File: config.mk
export PLATFORM = sky130hd
export DESIGN_NAME = kf_meas_sequencer
export DESIGN_NICKNAME = d
export VERILOG_FILES = /design/src/rtl/kf_pkg.sv /design/src/rtl/kf_zbank.sv /design/src/rtl/kf_meas_sequencer.sv
export SDC_FILE = /design/constraint.sdc
export NUM_CORES = 2
export LEC_CHECK = 0
export CAP_MARGIN = 30
export CELL_PAD_IN_SITES_DETAIL_PLACEMENT = 1
export CELL_PAD_IN_SITES_GLOBAL_PLACEMENT = 2
export CORE_UTILIZATION = 42
export CTS_CLUSTER_DIAMETER = 150
export DETAILED_ROUTE_END_ITERATION = 7
export GPL_ROUTABILITY_DRIVEN = 0
export GPL_TIMING_DRIVEN = 0
export PLACE_DENSITY_LB_ADDON = 0.1
export RECOVER_POWER = 50
export SETUP_SLACK_MARGIN = 0.4
export SYNTH_ARGS = -nofsm -noshare
export SYNTH_HDL_FRONTEND = slang
export SYNTH_SLANG_ARGS = --single-unit
File: constraint.sdc
create_clock -name clk_300 -period 10 [get_ports clk_300]
set_clock_uncertainty 0.1 [all_clocks]
set_input_delay 1 -clock clk_300 [delete_from_list [all_inputs] [get_ports clk_300]]
set_output_delay 1 -clock clk_300 [all_outputs]
set_load 0.005 [all_outputs]
File: src/rtl/kf_pkg.sv
// rtl/kf_pkg.sv - shared widths, z-matrix field offsets and sequencer state encoding
`timescale 1ns/1ps
package kf_pkg;

    localparam int W = 16;

    // Packed z word is {z11r,z11i,z12r,z12i,z21r,z21i,z22r,z22i}, z11r in the MSBs
    localparam int Z11R_LSB = 7 * W;
    localparam int Z11I_LSB = 6 * W;
    localparam int Z12R_LSB = 5 * W;
    localparam int Z12I_LSB = 4 * W;
    localparam int Z21R_LSB = 3 * W;
    localparam int Z21I_LSB = 2 * W;
    localparam int Z22R_LSB = 1 * W;
    localparam int Z22I_LSB = 0;

    typedef enum logic [2:0] {
        ST_IDLE    = 3'd0,
        ST_ARM     = 3'd1,
        ST_PRESENT = 3'd2,
        ST_DRAIN   = 3'd3,
        ST_FIN     = 3'd4
    } kf_state_t;

endpackage

File: src/rtl/kf_zbank.sv
// rtl/kf_zbank.sv - z-matrix sample bank with write rejection and wr_err pulse
`timescale 1ns/1ps
module kf_zbank #(
    parameter int W     = kf_pkg::W,
    parameter int DEPTH = 16,
    parameter int AW    = 4
) (
    input  logic              clk,
    input  logic              rst_n,
    input  logic              busy,
    input  logic              wr_en,
    input  logic [AW-1:0]     wr_addr,
    input  logic [8*W-1:0]    wr_data,
    input  logic [AW-1:0]     rd_addr,
    output logic [8*W-1:0]    rd_data,
    output logic              wr_err
);

    localparam logic [AW:0] DEPTH_V = (AW+1)'(DEPTH);

    logic [8*W-1:0] mem [DEPTH];
    logic           wr_addr_ok;
    logic           rd_addr_ok;

    assign wr_addr_ok = {1'b0, wr_addr} < DEPTH_V;
    assign rd_addr_ok = {1'b0, rd_addr} < DEPTH_V;
    assign rd_data    = rd_addr_ok ? mem[rd_addr] : '0;

    // Contents survive reset so a reload is not needed after a mid-run abort
    always_ff @(posedge clk) begin
        if (wr_en && !busy && wr_addr_ok) begin
            mem[wr_addr] <= wr_data;
        end
    end

    always_ff @(posedge clk or negedge rst_n) begin
        if (!rst_n) begin
            wr_err <= 1'b0;
        end else begin
            wr_err <= wr_en && (busy || !wr_addr_ok);
        end
    end

endmodule

File: src/rtl/kf_meas_sequencer.sv
// rtl/kf_meas_sequencer.sv - presents stored z samples to the filter and captures h11 per iteration
`timescale 1ns/1ps
module kf_meas_sequencer #(
    parameter int W       = kf_pkg::W,
    parameter int DEPTH   = 16,
    parameter int AW      = 4,
    parameter int TIMEOUT = 4096
) (
    input  logic                clk_300,
    input  logic                rst_n_btn,
    input  logic                wr_en,
    input  logic [AW-1:0]       wr_addr,
    input  logic [8*W-1:0]      wr_data,
    input  logic                start,
    input  logic [AW:0]         num_iter,
    input  logic                valid_all,
    input  logic signed [W-1:0] h11r_in,
    input  logic signed [W-1:0] h11i_in,
    output logic signed [W-1:0] z11r_out,
    output logic signed [W-1:0] z11i_out,
    output logic signed [W-1:0] z12r_out,
    output logic signed [W-1:0] z12i_out,
    output logic signed [W-1:0] z21r_out,
    output logic signed [W-1:0] z21i_out,
    output logic signed [W-1:0] z22r_out,
    output logic signed [W-1:0] z22i_out,
    output logic                busy,
    output logic                done,
    output logic                cap_valid,
    output logic [AW-1:0]       cap_idx,
    output logic signed [W-1:0] cap_h11r,
    output logic signed [W-1:0] cap_h11i,
    output logic                timeout,
    output logic                wr_err
);
    import kf_pkg::*;

    localparam int              WDW      = $clog2(TIMEOUT);
    localparam logic [WDW-1:0]  WD_MAX   = WDW'(TIMEOUT - 1);
    localparam logic [AW:0]     DEPTH_V  = (AW+1)'(DEPTH);
    localparam logic [AW-1:0]   LAST_MAX = AW'(DEPTH - 1);

    kf_state_t       state;
    logic [AW-1:0]   idx;
    logic [AW-1:0]   n_last;
    logic [WDW-1:0]  wdog;
    logic [8*W-1:0]  z_q;
    logic [8*W-1:0]  rd_data;
    logic [AW-1:0]   rd_addr;
    logic            wd_hit;

    // Read port looks ahead: sample 0 while idle, otherwise the next sample to present
    assign rd_addr = (state == ST_IDLE) ? '0 : idx + AW'(1);
    assign wd_hit  = (wdog == WD_MAX);

    kf_zbank #(.W(W), .DEPTH(DEPTH), .AW(AW)) u_zbank (
        .clk     (clk_300),
        .rst_n   (rst_n_btn),
        .busy    (busy),
        .wr_en   (wr_en),
        .wr_addr (wr_addr),
        .wr_data (wr_data),
        .rd_addr (rd_addr),
        .rd_data (rd_data),
        .wr_err  (wr_err)
    );

    always_ff @(posedge clk_300 or negedge rst_n_btn) begin
        if (!rst_n_btn) begin
            state     <= ST_IDLE;
            idx       <= '0;
            n_last    <= '0;
            wdog      <= '0;
            z_q       <= '0;
            busy      <= 1'b0;
            done      <= 1'b0;
            cap_valid <= 1'b0;
            cap_idx   <= '0;
            cap_h11r  <= '0;
            cap_h11i  <= '0;
            timeout   <= 1'b0;
        end else begin
            done      <= 1'b0;
            cap_valid <= 1'b0;
            case (state)
                ST_IDLE: begin
                    wdog <= '0;
                    if (start) begin
                        busy    <= 1'b1;
                        timeout <= 1'b0;
                        idx     <= '0;
                        n_last  <= (num_iter > DEPTH_V) ? LAST_MAX : num_iter[AW-1:0] - AW'(1);
                        if (num_iter == '0) begin
                            state <= ST_FIN;
                        end else begin
                            z_q   <= rd_data;
                            state <= ST_ARM;
                        end
                    end
                end
                // A level left high from the previous iteration must not count as completion
                ST_ARM: begin
                    if (!valid_all) begin
                        wdog  <= '0;
                        state <= ST_PRESENT;
                    end else if (wd_hit) begin
                        wdog    <= '0;
                        timeout <= 1'b1;
                        state   <= ST_FIN;
                    end else begin
                        wdog <= wdog + WDW'(1);
                    end
                end
                ST_PRESENT: begin
                    if (valid_all) begin
                        cap_h11r  <= h11r_in;
                        cap_h11i  <= h11i_in;
                        cap_idx   <= idx;
                        cap_valid <= 1'b1;
                        wdog      <= '0;
                        state     <= ST_DRAIN;
                    end else if (wd_hit) begin
                        wdog    <= '0;
                        timeout <= 1'b1;
                        state   <= ST_FIN;
                    end else begin
                        wdog <= wdog + WDW'(1);
                    end
                end
                // z only moves once valid_all has fallen, so the filter never sees it change mid-iteration
                ST_DRAIN: begin
                    if (!valid_all) begin
                        wdog <= '0;
                        if (idx == n_last) begin
                            state <= ST_FIN;
                        end else begin
                            idx   <= idx + AW'(1);
                            z_q   <= rd_data;
                            state <= ST_PRESENT;
                        end
                    end else if (wd_hit) begin
                        wdog    <= '0;
                        timeout <= 1'b1;
                        state   <= ST_FIN;
                    end else begin
                        wdog <= wdog + WDW'(1);
                    end
                end
                ST_FIN: begin
                    wdog  <= '0;
                    done  <= 1'b1;
                    busy  <= 1'b0;
                    state <= ST_IDLE;
                end
                default: begin
                    state <= ST_IDLE;
                end
            endcase
        end
    end

    assign z11r_out = z_q[Z11R_LSB +: W];
    assign z11i_out = z_q[Z11I_LSB +: W];
    assign z12r_out = z_q[Z12R_LSB +: W];
    assign z12i_out = z_q[Z12I_LSB +: W];
    assign z21r_out = z_q[Z21R_LSB +: W];
    assign z21i_out = z_q[Z21I_LSB +: W];
    assign z22r_out = z_q[Z22R_LSB +: W];
    assign z22i_out = z_q[Z22I_LSB +: W];

endmodule

==> reports/results.ini <==
[grt]
grt_usage_pct = 26.1
grt.busiest_layer = met2
grt_use_met1_pct = 34.5
grt-ovfl-total = 0
grt_pass1_wl_um = 394000
grtUsageMet3_pct = 4.23
met2_usage_pct = 43.7
grt_pass1_vias = 54400
antenna_found_initial = 52
grt_max_degree = 82

[synthesis]
synth_ff_type = edfxtp_1
synth_edf_count = 2048
ys_seq_elements = 2240
syn_avg_cell_area_um2 = 17.3
synthesis.nets = 5264
synthTopCellsByArea = edfxtp_1 70%, dfrtp_1 5.5%, mux2_2 3.6%
ys_types = 69
syn_area_um2 = 88100
yosysTopAreaCellShare_pct = 69.8
synthCells = 5086
netlist.top_cell.by_area = edfxtp_1
yosysSeqAreaShare_pct = 75.3
synth-async-reset-ratio_pct = 8.57
ys_warn_count = 0

[routing]
num_vias = 51500
routed_wl_um = 278000
drt-initial-drc-count = 4347
drc = 0
wl_per_cell_um = 31.4
viasPerCell = 5.83
drt-pass1-iter-count = 6
ant_nets = 0

[layout]
layout_commonest_cell = edfxtp_1
area_growth_pct = 19.5
final_cell_area_um2 = 105000
layout_common_cells = 2048 x edfxtp_1, 337 x clkbuf_1, 285 x mux2_2
final_layout_size_suffix_gt1_share_pct = 16.4
final_core_util_pct = 50.7
layout.nets = 5992

[critical_path]
rrSetupSlack_ns = 5.28
r2r-start = idx[1]
crit_required_ns = 10.69
setup.worst_path.end_class = register
timing.rr.end = z_q[6]
crit_fanout = 10
critPathArrivalTime_ns = 5.41
path_class = register to register
reg2regPathDepth = 8
cp-start-kind = register

[cts]
cts_buffer_depth = 3
postCtsHoldBufs = 1
cts_resized = 0
root_buffer = clkbuf_16
clkTransAtPathRegs_ns = 0.06
clock_sinks = 2240
cts_tree = yes
cts_buffers = 234
htreeDepth = 4
insertion_delay_ns = 0.89
post_cts_buffers = 0

[timing]
slew_headroom_pct = -111
fin_crit_sh_pct = 47.2
max_slew.worst_pin.slew_ns = 3.16
finalSetupViolCount = 0
hold_violations = 0
fin_hold_ws_ns = 0.388
rsz0062_at_grt = no
clock.fmax_mhz = 212
post-route-min-period_ns = 4.72
drv_slew = 63
worst_slack_ns = 5.28

[die]
ios = 343
initial_core_util_pct = 42.4
die_area_um2 = 211000
row_count = 167
die_x_um = 460
dieHeight_um = 460
coreArea_um2 = 208000

[pwr]
power.share.switching_pct = 34.1
p_comb_share_pct = 32.7
power.density_nw_per_um2 = 274
power_w = 0.0288
pwr-share-clk_pct = 29.1
ir_worst_vdd_uv = 220
p_sw_w = 0.00984
internal-power_w = 0.0190
p_seq_share_pct = 38.2
leakage_nw = 33.8

[hold_path]
hold_class = register to register
min_path_cells = 1
holdPathEnd = wdog[11]
min_from = wdog[11]

[job]
maxCapViolCount = 2

[outcome]
violations = max-capacitance violations, max-slew violations
status = finished, violations left

[placement]
hpwl_um = 190000
pre_cts_ws_ns = 5.01
dpl-instance-area_um2 = 98100
port_buffers = 341

-- power groups by stage --
stage                     registers (W)  logic, W  clock network [W]
final                            0.0110   0.00944            0.00839
after global routing             0.0110    0.0101            0.00885
after CTS                        0.0110   0.00954            0.00853
after detailed placement         0.0112   0.00948                  0
after global placement           0.0112   0.00911                  0
after floorplan                  0.0111   0.00508                  0
-- cell type report --
class,count,area (um2)
Clock inverter,92,757
Fill cell,19400,102000
Inverter,9,33.8
Clock buffer,353,6590
Multi-Input combinational cell,2462,20100
Buffer,375,1660
Sequential cell,2240,66300
Tap cell,2788,3490
Antenna cell,19,47.5
Timing Repair Buffer,492,6260
-- kinds of logic after synthesis --
group                    Yosys count  share of synthesized area (%)
AND/OR/NAND/NOR                  531                           2.97
flip-flops                      2240                           75.3
adder cells (fa/ha/maj)            4                         0.0568
buffers and inverters            384                           1.92
multiplexers                     641                           9.13
XOR/XNOR                           9                         0.0895
AO/OA/AOI/OAI                   1277                           10.5
-- layer usage --
| metal | vias to the layer above | share of wire, % |
|---|---|---|
| met1 | 27200 | 42 |
| met4 | 22 | 3.4 |
| met5 | - | 0.049 |
| li1 | 22200 | - |
| met3 | 470 | 6.0 |
| met2 | 1577 | 49 |
-- through the flow --
step / TNS, ns / cells
after CTS: 0 / 8808
after global placement: -9293.43 / 8215
after detailed placement: 0 / 8362
after floorplan: 0 / 5086
final: 0 / 8830
after global routing: 0 / 8819
-- worst max-delay path, stage by stage, from the launching register on --
cell	delay [ns]
dfrtp_1	0.52
ha_1	0.56
buf_2	0.51
buf_2	0.80
buf_1	0.79
clkbuf_1	0.64
a21oi_1	0.16
a211o_1	0.30
a31oi_1	0.19
-- flip-flops by register name, summed over array words and instances, names as in the netlist --
register	flops
busy	1
cap_h11i	16
cap_h11r	16
cap_idx	4
cap_valid	1
done	1
idx	4
n_last	4
state	3
timeout	1
u_zbank.mem	2048
u_zbank.wr_err	1
wdog	12
z_q	128
-- cells in the mapped netlist (49+ instances only) --
cell type,count
buf_2,99
mux2_2,285
a32o_1,64
mux2i_1,255
clkbuf_1,232
o2bb2ai_1,70
edfxtp_1,2048
a21oi_1,96
a211oi_1,149
o21ai_0,259
mux4_2,101
dfrtp_1,192
nor2_1,138
a211o_1,63
a31oi_1,107
nand2_1,163
a221oi_1,162
o21ai_1,49
o22a_1,64
-- worst max-delay path by stage --
stage / start / endpoint / slack (ns) / cells past startpoint
final: idx[1] / z_q[6] / 5.28 / 8
after CTS: idx[1] / z_q[6] / 5.36 / 8
after detailed placement: num_iter[0] / z_q[45] / 5.01 / 12
after global routing: idx[1] / z_q[6] / 5.24 / 8
after floorplan: wr_addr[2] / u_zbank.mem[1][0] / 2.51 / 2
after global placement: wr_en / u_zbank.mem[3][0] / -5.03 / 4
(Power assumes the default switching activity.)
